<file path="src/rtl/itof_pipe_if.sv">
// rtl/itof_pipe_if.sv - operand/result handshake bundle for itof_pipe (out_inexact only with ITOF_PIPE_FLAGS_EN)
interface itof_pipe_if #(
    parameter int INT_W = 32
);
    logic             in_valid;
    logic             in_ready;
    logic [INT_W-1:0] in_data;
    logic             in_unsigned;
    logic [1:0]       in_rm;
    logic             out_valid;
    logic             out_ready;
    logic [31:0]      out_data;
`ifdef ITOF_PIPE_FLAGS_EN
    logic             out_inexact;
`endif

    modport master (
        output in_valid, in_data, in_unsigned, in_rm, out_ready,
        input  in_ready, out_valid, out_data
`ifdef ITOF_PIPE_FLAGS_EN
        , input out_inexact
`endif
    );

    modport slave (
        input  in_valid, in_data, in_unsigned, in_rm, out_ready,
        output in_ready, out_valid, out_data
`ifdef ITOF_PIPE_FLAGS_EN
        , output out_inexact
`endif
    );
endinterface

</file>
<file path="src/rtl/itof_pipe.sv">
// rtl/itof_pipe.sv - 3-stage INT_W-bit integer to binary32 converter; ITOF_PIPE_FLAGS_EN adds out_inexact
module itof_pipe #(
    parameter int INT_W = 32
) (
    input logic       clk,
    input logic       rstn,
    itof_pipe_if.slave bus
);
    localparam int LZW   = $clog2(INT_W + 1);
    localparam int EXT_W = INT_W + 24;

    logic advance;
    assign advance      = !bus.out_valid || bus.out_ready;
    assign bus.in_ready = advance;

    // stage 1: sign, magnitude, leading-zero count
    logic             s0;
    logic [INT_W-1:0] mag0;
    logic [LZW-1:0]   lz0;
    logic [1:0]       rm0;

    always_comb begin
        s0   = !bus.in_unsigned && bus.in_data[INT_W-1];
        mag0 = s0 ? -bus.in_data : bus.in_data;
        rm0  = (bus.in_rm == 2'b11) ? 2'b00 : bus.in_rm;
        lz0  = LZW'(INT_W);
        for (int i = 0; i < INT_W; i++) begin
            if (mag0[i]) lz0 = LZW'(INT_W - 1 - i);
        end
    end

    logic             v1, s1, zero1;
    logic [INT_W-1:0] mag1;
    logic [LZW-1:0]   lz1;
    logic [1:0]       rm1;

    // stage 2: normalise and round; the extra shift drops the hidden one
    logic [INT_W-1:0] frac_all;
    logic [EXT_W-1:0] ext2;
    logic [22:0]      mant2;
    logic             guard2, sticky2, inc2, carry2;
    logic [22:0]      frac2;

    always_comb begin
        frac_all = mag1 << ({1'b0, lz1} + 1'b1);
        ext2     = {frac_all, 24'b0};
        mant2    = ext2[EXT_W-1 -: 23];
        guard2   = ext2[EXT_W-24];
        sticky2  = |ext2[EXT_W-25:0];
        case (rm1)
            2'b01:   inc2 = 1'b0;
            2'b10:   inc2 = guard2;
            default: inc2 = guard2 && (sticky2 || mant2[0]);
        endcase
        {carry2, frac2} = {1'b0, mant2} + 24'(inc2);
    end

    logic           v2, s2, zero2, carry_q;
    logic [LZW-1:0] lz2;
    logic [22:0]    frac_q;
`ifdef ITOF_PIPE_FLAGS_EN
    logic           inx2;
`endif

    // stage 3: exponent and packing; a rounding carry leaves the fraction at zero
    logic [7:0]  exp3;
    logic [31:0] data3;

    always_comb begin
        exp3  = 8'(127 + INT_W - 1) - 8'(lz2) + 8'(carry_q);
        data3 = zero2 ? 32'h0 : {s2, exp3, frac_q};
    end

    always_ff @(posedge clk or negedge rstn) begin
        if (!rstn) begin
            v1            <= 1'b0;
            s1            <= 1'b0;
            zero1         <= 1'b0;
            mag1          <= '0;
            lz1           <= '0;
            rm1           <= 2'b00;
            v2            <= 1'b0;
            s2            <= 1'b0;
            zero2         <= 1'b0;
            carry_q       <= 1'b0;
            lz2           <= '0;
            frac_q        <= '0;
            bus.out_valid <= 1'b0;
            bus.out_data  <= 32'h0;
`ifdef ITOF_PIPE_FLAGS_EN
            inx2            <= 1'b0;
            bus.out_inexact <= 1'b0;
`endif
        end else if (advance) begin
            v1            <= bus.in_valid;
            s1            <= s0;
            zero1         <= (mag0 == '0);
            mag1          <= mag0;
            lz1           <= lz0;
            rm1           <= rm0;
            v2            <= v1;
            s2            <= s1;
            zero2         <= zero1;
            carry_q       <= carry2;
            lz2           <= lz1;
            frac_q        <= frac2;
            bus.out_valid <= v2;
            bus.out_data  <= data3;
`ifdef ITOF_PIPE_FLAGS_EN
            inx2            <= guard2 || sticky2;
            bus.out_inexact <= inx2 && !zero2;
`endif
        end
    end
endmodule

</file>
<file path="src/flat_wrapper.sv">
// flat-port wrapper written by rule: the top's interface ports become plain ports
module itof_pipe_flat 
#(
    parameter int INT_W = 32
)
  (clk, rstn, bus_in_valid, bus_in_data, bus_in_unsigned, bus_in_rm, bus_out_ready, bus_in_ready, bus_out_valid, bus_out_data);
  itof_pipe_if #(.INT_W(INT_W)) bus_i ();
  input logic clk;
  input logic rstn;
  input wire logic [$bits(bus_i.in_valid)-1:0] bus_in_valid;
  input wire logic [$bits(bus_i.in_data)-1:0] bus_in_data;
  input wire logic [$bits(bus_i.in_unsigned)-1:0] bus_in_unsigned;
  input wire logic [$bits(bus_i.in_rm)-1:0] bus_in_rm;
  input wire logic [$bits(bus_i.out_ready)-1:0] bus_out_ready;
  output wire logic [$bits(bus_i.in_ready)-1:0] bus_in_ready;
  output wire logic [$bits(bus_i.out_valid)-1:0] bus_out_valid;
  output wire logic [$bits(bus_i.out_data)-1:0] bus_out_data;
  assign bus_i.in_valid = bus_in_valid;
  assign bus_i.in_data = bus_in_data;
  assign bus_i.in_unsigned = bus_in_unsigned;
  assign bus_i.in_rm = bus_in_rm;
  assign bus_i.out_ready = bus_out_ready;
  assign bus_in_ready = bus_i.in_ready;
  assign bus_out_valid = bus_i.out_valid;
  assign bus_out_data = bus_i.out_data;
  itof_pipe #(.INT_W(INT_W)) u_core (.clk(clk), .rstn(rstn), .bus(bus_i));
endmodule
</file>
<file path="config.mk">
export PLATFORM = sky130hd
export DESIGN_NAME = itof_pipe_flat
export DESIGN_NICKNAME = d
export VERILOG_FILES = /design/src/rtl/itof_pipe_if.sv /design/src/rtl/itof_pipe.sv /design/src/flat_wrapper.sv
export SDC_FILE = /design/constraint.sdc
export NUM_CORES = 1
export LEC_CHECK = 0
export CAP_MARGIN = 20
export CORE_MARGIN = 2
export CORE_UTILIZATION = 64
export CTS_CLUSTER_SIZE = 30
export DETAILED_ROUTE_END_ITERATION = 7
export HOLD_SLACK_MARGIN = 0.1
export PLACE_DENSITY = 0.84
export SETUP_SLACK_MARGIN = 0.3
export SYNTH_ARGS = -nofsm -noshare
export SYNTH_HDL_FRONTEND = slang
export SYNTH_SLANG_ARGS = --single-unit
</file>
<file path="constraint.sdc">
create_clock -name clk -period 9.21 [get_ports clk]
set_clock_uncertainty 0.05 [all_clocks]
set_input_delay 1.842 -clock clk [delete_from_list [all_inputs] [get_ports clk]]
set_output_delay 1.842 -clock clk [all_outputs]
set_load 0.1 [all_outputs]
</file>
==> flow_metrics.tcl, run 1 <==
set metrics [dict create \
    top_usage_layer "met2" \
    netlist_instances 973 \
    synthArstFlopShare_pct 100.0 \
    layout.nets 1045 \
    max_cap_violations 0 \
    setup_viol 0 \
    clkTransAtPathRegs_ps 60 \
    drc_errors 0 \
    crit_type "input pin to output pin" \
    min_path_cells 2 \
    synth.top_cell.area_share_pct 31.56 \
    synth_top_family_by_area "simple AND/OR/NAND/NOR gates" \
    ys.flop_type "dfrtp_1" \
    tns_ps 0 \
    period_minus_slack_ps 5592 \
    wl_um 21190 \
    critPathMaxFanout 10 \
    synthAdderAreaFrac_pct 1.158 \
    drtPass1Iterations 5 \
    insertion_delay_ps 360 \
    yosysUniqueCellTypes 92 \
    numCtsBuffers 9 \
    worstPathArrival_ps 3700 \
    start_kind "input pin" \
    postLayoutCoreUtil_pct 72.87 \
    use_met2_pct 50.89 \
    die-area_um2 14450 \
    synthMuxAreaShare_pct 13.84 \
    grt_setup_unrepaired "false" \
    fmaxAchievable_mhz 178.8 \
    fin_cells 1179 \
    met1_usage_pct 39.92 \
    core-area_um2 13190 \
    die_y_um 120.2 \
    combPwrFrac_pct 61.4 \
    ys_seq_elements 109 \
    antenna_left 0 \
    grtUsageTotal_pct 30.25 \
    hold_end "u_core.bus.out_data[5]$_DFFE_PN0P_" \
    drive_gt1_share_pct 11.27 \
    slew_headroom_pct 33.97 \
    synth_compound_area_share_pct 17.43 \
    syn_area_per_cell_um2 8.883 \
    ys_warn_count 0 \
    area_growth_pct 11.20 \
    grt_max_degree 106 \
    synth_xor_area_share_pct 5.298 \
    p_leak_nw 3.936 \
    yosys.area_share.simple_pct 25.36 \
    vias 7549 \
    overflow 0 \
    ios 73 \
    fp.dieW_um 120.2 \
    power_frac_clock_pct 13.2 \
    viasPerCell 6.403 \
    netlist_top_cells_area "dfrtp_1, mux4_2, nand2_1" \
    use_met3_pct 4.057 \
    dp.cells 1163 \
    grt_pass1_wl_um 35180 \
    synth_edf_count 0 \
    hold_start "u_core.bus.out_data[5]$_DFFE_PN0P_" \
    antenna_found_initial 0 \
    crit_required_ps 7320 \
    cts_tree "yes" \
    crit_path_end_kind "output pin" \
    ys_seq_area_share_pct 31.56 \
    reg2reg_from "u_core.lz1[0]$_DFFE_PN0P_" \
    initialDrtViolationCount 665 \
    synth_top_cell_by_area "dfrtp_1" \
    num-fill-cells 1011 \
    period_share_pct 60.72 \
    p_switching_mw 1.504 \
    regToRegSetupSlack_ps 4260 \
    htreeDepth 3 \
    seqPwrFrac_pct 25.4 \
    max-vdd-ir-drop_uv 134.1 \
    port_buffers 72 \
    slew_violations 0 \
    dp_hpwl_um 15590 \
    reg2regPathDepth 15 \
    initial_core_util_pct 65.53 \
    cts_resized 0 \
    p_per_area_nw_per_um2 312.8 \
    clockBufferDepth 2 \
    design_area_um2 9612 \
    netlist_area_um2 8643 \
    wire_per_inst_um 17.98 \
    clock-sinks 109 \
    postCtsSetupRepairBufs 0 \
    worstHoldPathType "register to register" \
    cts_hold_buf 0 \
    status "complete, no violations" \
    r2r_end "u_core.carry_q$_DFFE_PN0P_" \
    root_buffer "clkbuf_16" \
    grt_pass1_vias 7011 \
    insertedDiodeCount 0 \
    rows 42 \
    placed_area_um2 9304 \
    hold_viol_final 0 \
    worst_pin_slew_ps 990.5 \
    switching_share_pct 50.01 \
    p_int_mw 1.503 \
    synth_nets 1020 \
    gp_congestion 1.050 \
]
-- sequential cells by signal (all words and copies together), names as in the netlist --
signal,count
u_core.rm1,2
u_core.v1,1
u_core.lz1,6
u_core.carry_q,1
u_core.s1,1
u_core.zero2,1
u_core.v2,1
u_core.frac_q,23
u_core.zero1,1
u_core.mag1,32
u_core.bus.out_valid,1
u_core.lz2,6
u_core.bus.out_data,32
u_core.s2,1
-- power groups by stage --
stage / Clock [mW] / Sequential [mW] / Combinational (mW)
final: 0.397 / 0.764 / 1.85
after global routing: 0.422 / 0.784 / 1.97
after CTS: 0.404 / 0.763 / 1.83
after detailed placement: 0 / 0.771 / 1.83
after global placement: 0 / 0.762 / 1.80
after floorplan: 0 / 1.22 / 0.967
-- how the worst max path moves through the flow --
stage	from	end	slack, ps	cells past startpoint
2_1_floorplan	bus_out_ready	bus_in_ready	3940	5
3_3_place_gp	bus_out_ready	bus_in_ready	3640	4
3_5_place_dp	bus_out_ready	bus_in_ready	3620	4
4_1_cts	bus_out_ready	bus_in_ready	3620	4
5_1_grt	bus_out_ready	bus_in_ready	3560	4
6_report	bus_out_ready	bus_in_ready	3620	4
-- worst max-delay path, cell delays in order --
cell,delay (ps)
clkdlybuf4s50_1,510
nor2b_4,50
clkinv_2,140
clkdlybuf4s50_1,1160
-- logic make-up after synthesis --
| kind of cell | count (synthesis) |
|---|---|
| mux | 78 |
| fa+ha+maj | 8 |
| simple gates | 421 |
| flops | 109 |
| buf+inv | 91 |
| xor+xnor | 48 |
| compound gates | 218 |
-- synth_stat cells, drive strengths merged, types with 5 or more instances --
| master | number |
|---|---|
| o21ai | 39 |
| xor2 | 20 |
| and2 | 10 |
| or4 | 5 |
| inv | 20 |
| nor3 | 36 |
| nand2 | 136 |
| nor4 | 21 |
| o31ai | 14 |
| nand3 | 20 |
| nor2b | 13 |
| and3 | 11 |
| ha | 8 |
| xnor2 | 28 |
| mux2 | 12 |
| o21a | 8 |
| nand2b | 8 |
| clkbuf | 42 |
| nor3b | 7 |
| mux2i | 34 |
| or3 | 10 |
| mux4 | 32 |
| dfrtp | 109 |
| a21oi | 54 |
| nand3b | 31 |
| nor2 | 88 |
| a31oi | 19 |
| a21o | 5 |
| buf | 28 |
| o32ai | 6 |
| a22o | 14 |
| and4 | 5 |
| nand4 | 9 |
-- layout make-up --
cell class	count	area, um^2	share of cell area (%)
inverters	20	76.32	0.7941
multi-input cells	773	5463	56.83
flip-flops and latches	109	2729	28.39
repair buffers	85	815.8	8.487
clock inverters	6	68.82	0.7160
clock buffers	10	239.0	2.486
well taps	176	220.2	2.291
-- metal layers --
layer	up-vias	share of wire (%)
met1	3607	43
met2	250	49
met3	45	5.1
li1	3647	-
met5	-	0
met4	0	3.1
-- cell usage in the layout (no fill, tap or decap), drive strengths merged, types with 11 or more instances in the layout --
| cell | netlist | layout |
|---|---|---|
| nand2 | 136 | 136 |
| dfrtp | 109 | 109 |
| nor2 | 88 | 88 |
| clkdlybuf4s50 | 0 | 71 |
| a21oi | 54 | 54 |
| o21ai | 39 | 39 |
| nor3 | 36 | 36 |
| mux2i | 34 | 34 |
| mux4 | 32 | 32 |
| nand3b | 31 | 31 |
| xnor2 | 28 | 28 |
| inv | 20 | 21 |
| nor4 | 21 | 21 |
| nand3 | 20 | 20 |
| xor2 | 20 | 20 |
| a31oi | 19 | 19 |
| a22o | 14 | 14 |
| o31ai | 14 | 14 |
| buf | 28 | 14 |
| nor2b | 13 | 13 |
| mux2 | 12 | 12 |
| and3 | 11 | 11 |
-- per-stage QoR --
step                      hold slack (ps)  setup slack (ps)  power (mW)
after floorplan                     380.0              3943       2.184
final                               414.9              3618       3.007
after global routing                437.2              3557       3.180
after detailed placement            405.1              3621       2.597
after global placement              398.7              3636       2.565
after CTS                           420.4              3616       3.001
Note: power is estimated with default switching activity, not from simulation.
==> inputs of run 2 (changes only) <==
- CORE_UTILIZATION: 64 -> 60
- PLACE_DENSITY: 0.84 -> 0.79
- clock period: 9.21 -> 5.3 ns (I/O delays scaled with it)
==> run 2 against run 1 <==
Effect of this change: total power grew 74%; core utilization shrank 3.8 points; setup slack lost 2800 ps; die area grew 6.4%; sequential share of layout area shrank 0.13 points; final area grew 0.47%; sequential cell count is the same; non-clock buffer count grew 7; register-to-register slack lost 3300 ps; final cell count grew 0.93%; global-route usage is essentially flat; combinational power grew 76%; critical path type is now input pin to register; largest power group unchanged.
==> flow_metrics.tcl, run 2 (synthesis results as in run 1) <==
set metrics [dict create \
    status "complete, no violations" \
    dp_hpwl_um 17020 \
    wire_per_inst_um 18.88 \
    startpoint "bus_in_data[0]" \
    die_y_um 124.0 \
    period_minus_slack_ps 4435 \
    insertion_delay_ps 360 \
    layout.nets 1052 \
    max-vdd-ir-drop_uv 263.1 \
    tns_ps 0 \
    start_kind "input pin" \
    die-area_um2 15380 \
    switching_share_pct 50.99 \
    worstHoldPathType "register to register" \
    postCtsSetupRepairBufs 0 \
    critPathMaxFanout 11 \
    top_regs "u_core.bus.out_data (32), u_core.mag1 (32), u_core.frac_q (23)" \
    fp.dieW_um 124.0 \
    worst_pin_slew_ps 983.3 \
    whs_ps 414.1 \
    drtPass1Iterations 5 \
    wl_um 22470 \
    crit_type "input pin to register" \
    p_switching_mw 2.674 \
    clock-sinks 109 \
    slew_headroom_pct 34.24 \
    seqPwrFrac_pct 25.5 \
    root_buffer "clkbuf_16" \
    slew_violations 0 \
    combPwrFrac_pct 61.9 \
    viasPerCell 6.420 \
    overflow 0 \
    cts_tree "yes" \
    p_int_mw 2.571 \
    clockBufferDepth 2 \
    core-area_um2 13990 \
    grt_pass1_wl_um 36300 \
    crit_required_ps 5550 \
    cts_hold_buf 0 \
    hold_viol_final 0 \
    drive_gt1_share_pct 11.88 \
    clkTransAtPathRegs_ps 80 \
    p_leak_nw 3.967 \
    crit_path_end_kind "register" \
    worstPathArrival_ps 4690 \
    antenna_left 0 \
    vias 7640 \
    postLayoutCoreUtil_pct 69.03 \
    p_per_area_nw_per_um2 543.2 \
    final_cell_mix "nand2_1, dfrtp_1, nor2_1" \
    grtUsageTotal_pct 30.27 \
    setup_viol 0 \
    grt_setup_unrepaired "false" \
    hold_start "u_core.bus.out_data[22]$_DFFE_PN0P_" \
    drc_errors 0 \
    initial_core_util_pct 61.79 \
    reg2reg_from "u_core.lz1[1]$_DFFE_PN0P_" \
    total_power_mw 5.245 \
    gp_congestion 1.073 \
    rows 43 \
    initialDrtViolationCount 524 \
    period_share_pct 83.68 \
    power_frac_clock_pct 12.6 \
    final_common_cell "nand2_1" \
    grt_max_degree 74 \
    max_cap_violations 0 \
    area_growth_pct 11.73 \
    insertedDiodeCount 0 \
    port_buffers 72 \
    grt_pass1_vias 7078 \
    fmaxAchievable_mhz 225.5 \
    antenna_found_initial 0 \
    numCtsBuffers 9 \
    ios 73 \
    htreeDepth 3 \
    cts_resized 0 \
]
run 2: cell count changes in the layout (fill, tap and decap cells not counted):
cell             previous run  this run
clkinvlp_4                  1         0
clkbuf_1                    0         1
clkbuf_8                    1         0
inv_6                       2         3
bufinv_16                   1         0
clkdlybuf4s50_1            71        70
clkinv_8                    0         1
buf_12                      0         1
buf_4                      14        21
run 2: cell type report:
type	count	area (um^2)
clock buffers	10	229.0
well taps	180	225.2
fillers	1169	4332
inverters	20	76.32
repair buffers	92	878.3
flip-flops and latches	109	2729
clock inverters	6	56.30
multi-input cells	773	5463
run 2: power groups by stage:
stage	clock [mW]	combinational (mW)	sequential, mW
after global placement	0	3.19	1.33
final	0.661	3.25	1.34
after CTS	0.665	3.23	1.33
after detailed placement	0	3.21	1.35
after global routing	0.705	3.47	1.38
after floorplan	0	1.68	2.12
run 2: stage by stage:
step	instance area [um^2]	worst slack [ps]	std cells
2_1_floorplan	8643	1491	973
3_3_place_gp	9371	457.7	1174
3_5_place_dp	9371	533.5	1174
4_1_cts	9657	890.1	1190
5_1_grt	9657	631.5	1190
6_report	9657	864.7	1190
run 2: final timing paths:
kind                                                       endpoint  slack [ps]  cells past startpoint
worst min register to register  u_core.bus.out_data[22]$_DFFE_PN0P_         410                      2
max in group asynchronous                 u_core.rm1[1]$_DFFE_PN0P_        3410                      2
worst max register to register        u_core.frac_q[21]$_DFFE_PN0P_         980                     13
min in group asynchronous                     u_core.v1$_DFFE_PN0P_         760                      1
worst min-delay path            u_core.bus.out_data[22]$_DFFE_PN0P_         410                      2
worst max-delay path                      u_core.lz1[1]$_DFFE_PN0P_         860                     12
run 2: critical path, cell delays in order:
cell and delay, ps:
clkdlybuf4s50_1 490, inv_1 130, ha_1 420, nor2b_1 450, nand2_1 100, buf_4 190, nor4_1 430, a41oi_1 170
o32ai_1 520, a311oi_1 230, o2111ai_1 310, a22o_1 170
run 2: layer usage:
layer / wire length (um) / vias to the layer above / track usage (%)
li1: - / 3662 / -
met4: 844 / 0 / 13.97
met1: 9724 / 3699 / 38.90
met2: 10960 / 226 / 51.58
met5: 0 / - / 0
met3: 938 / 53 / 3.159
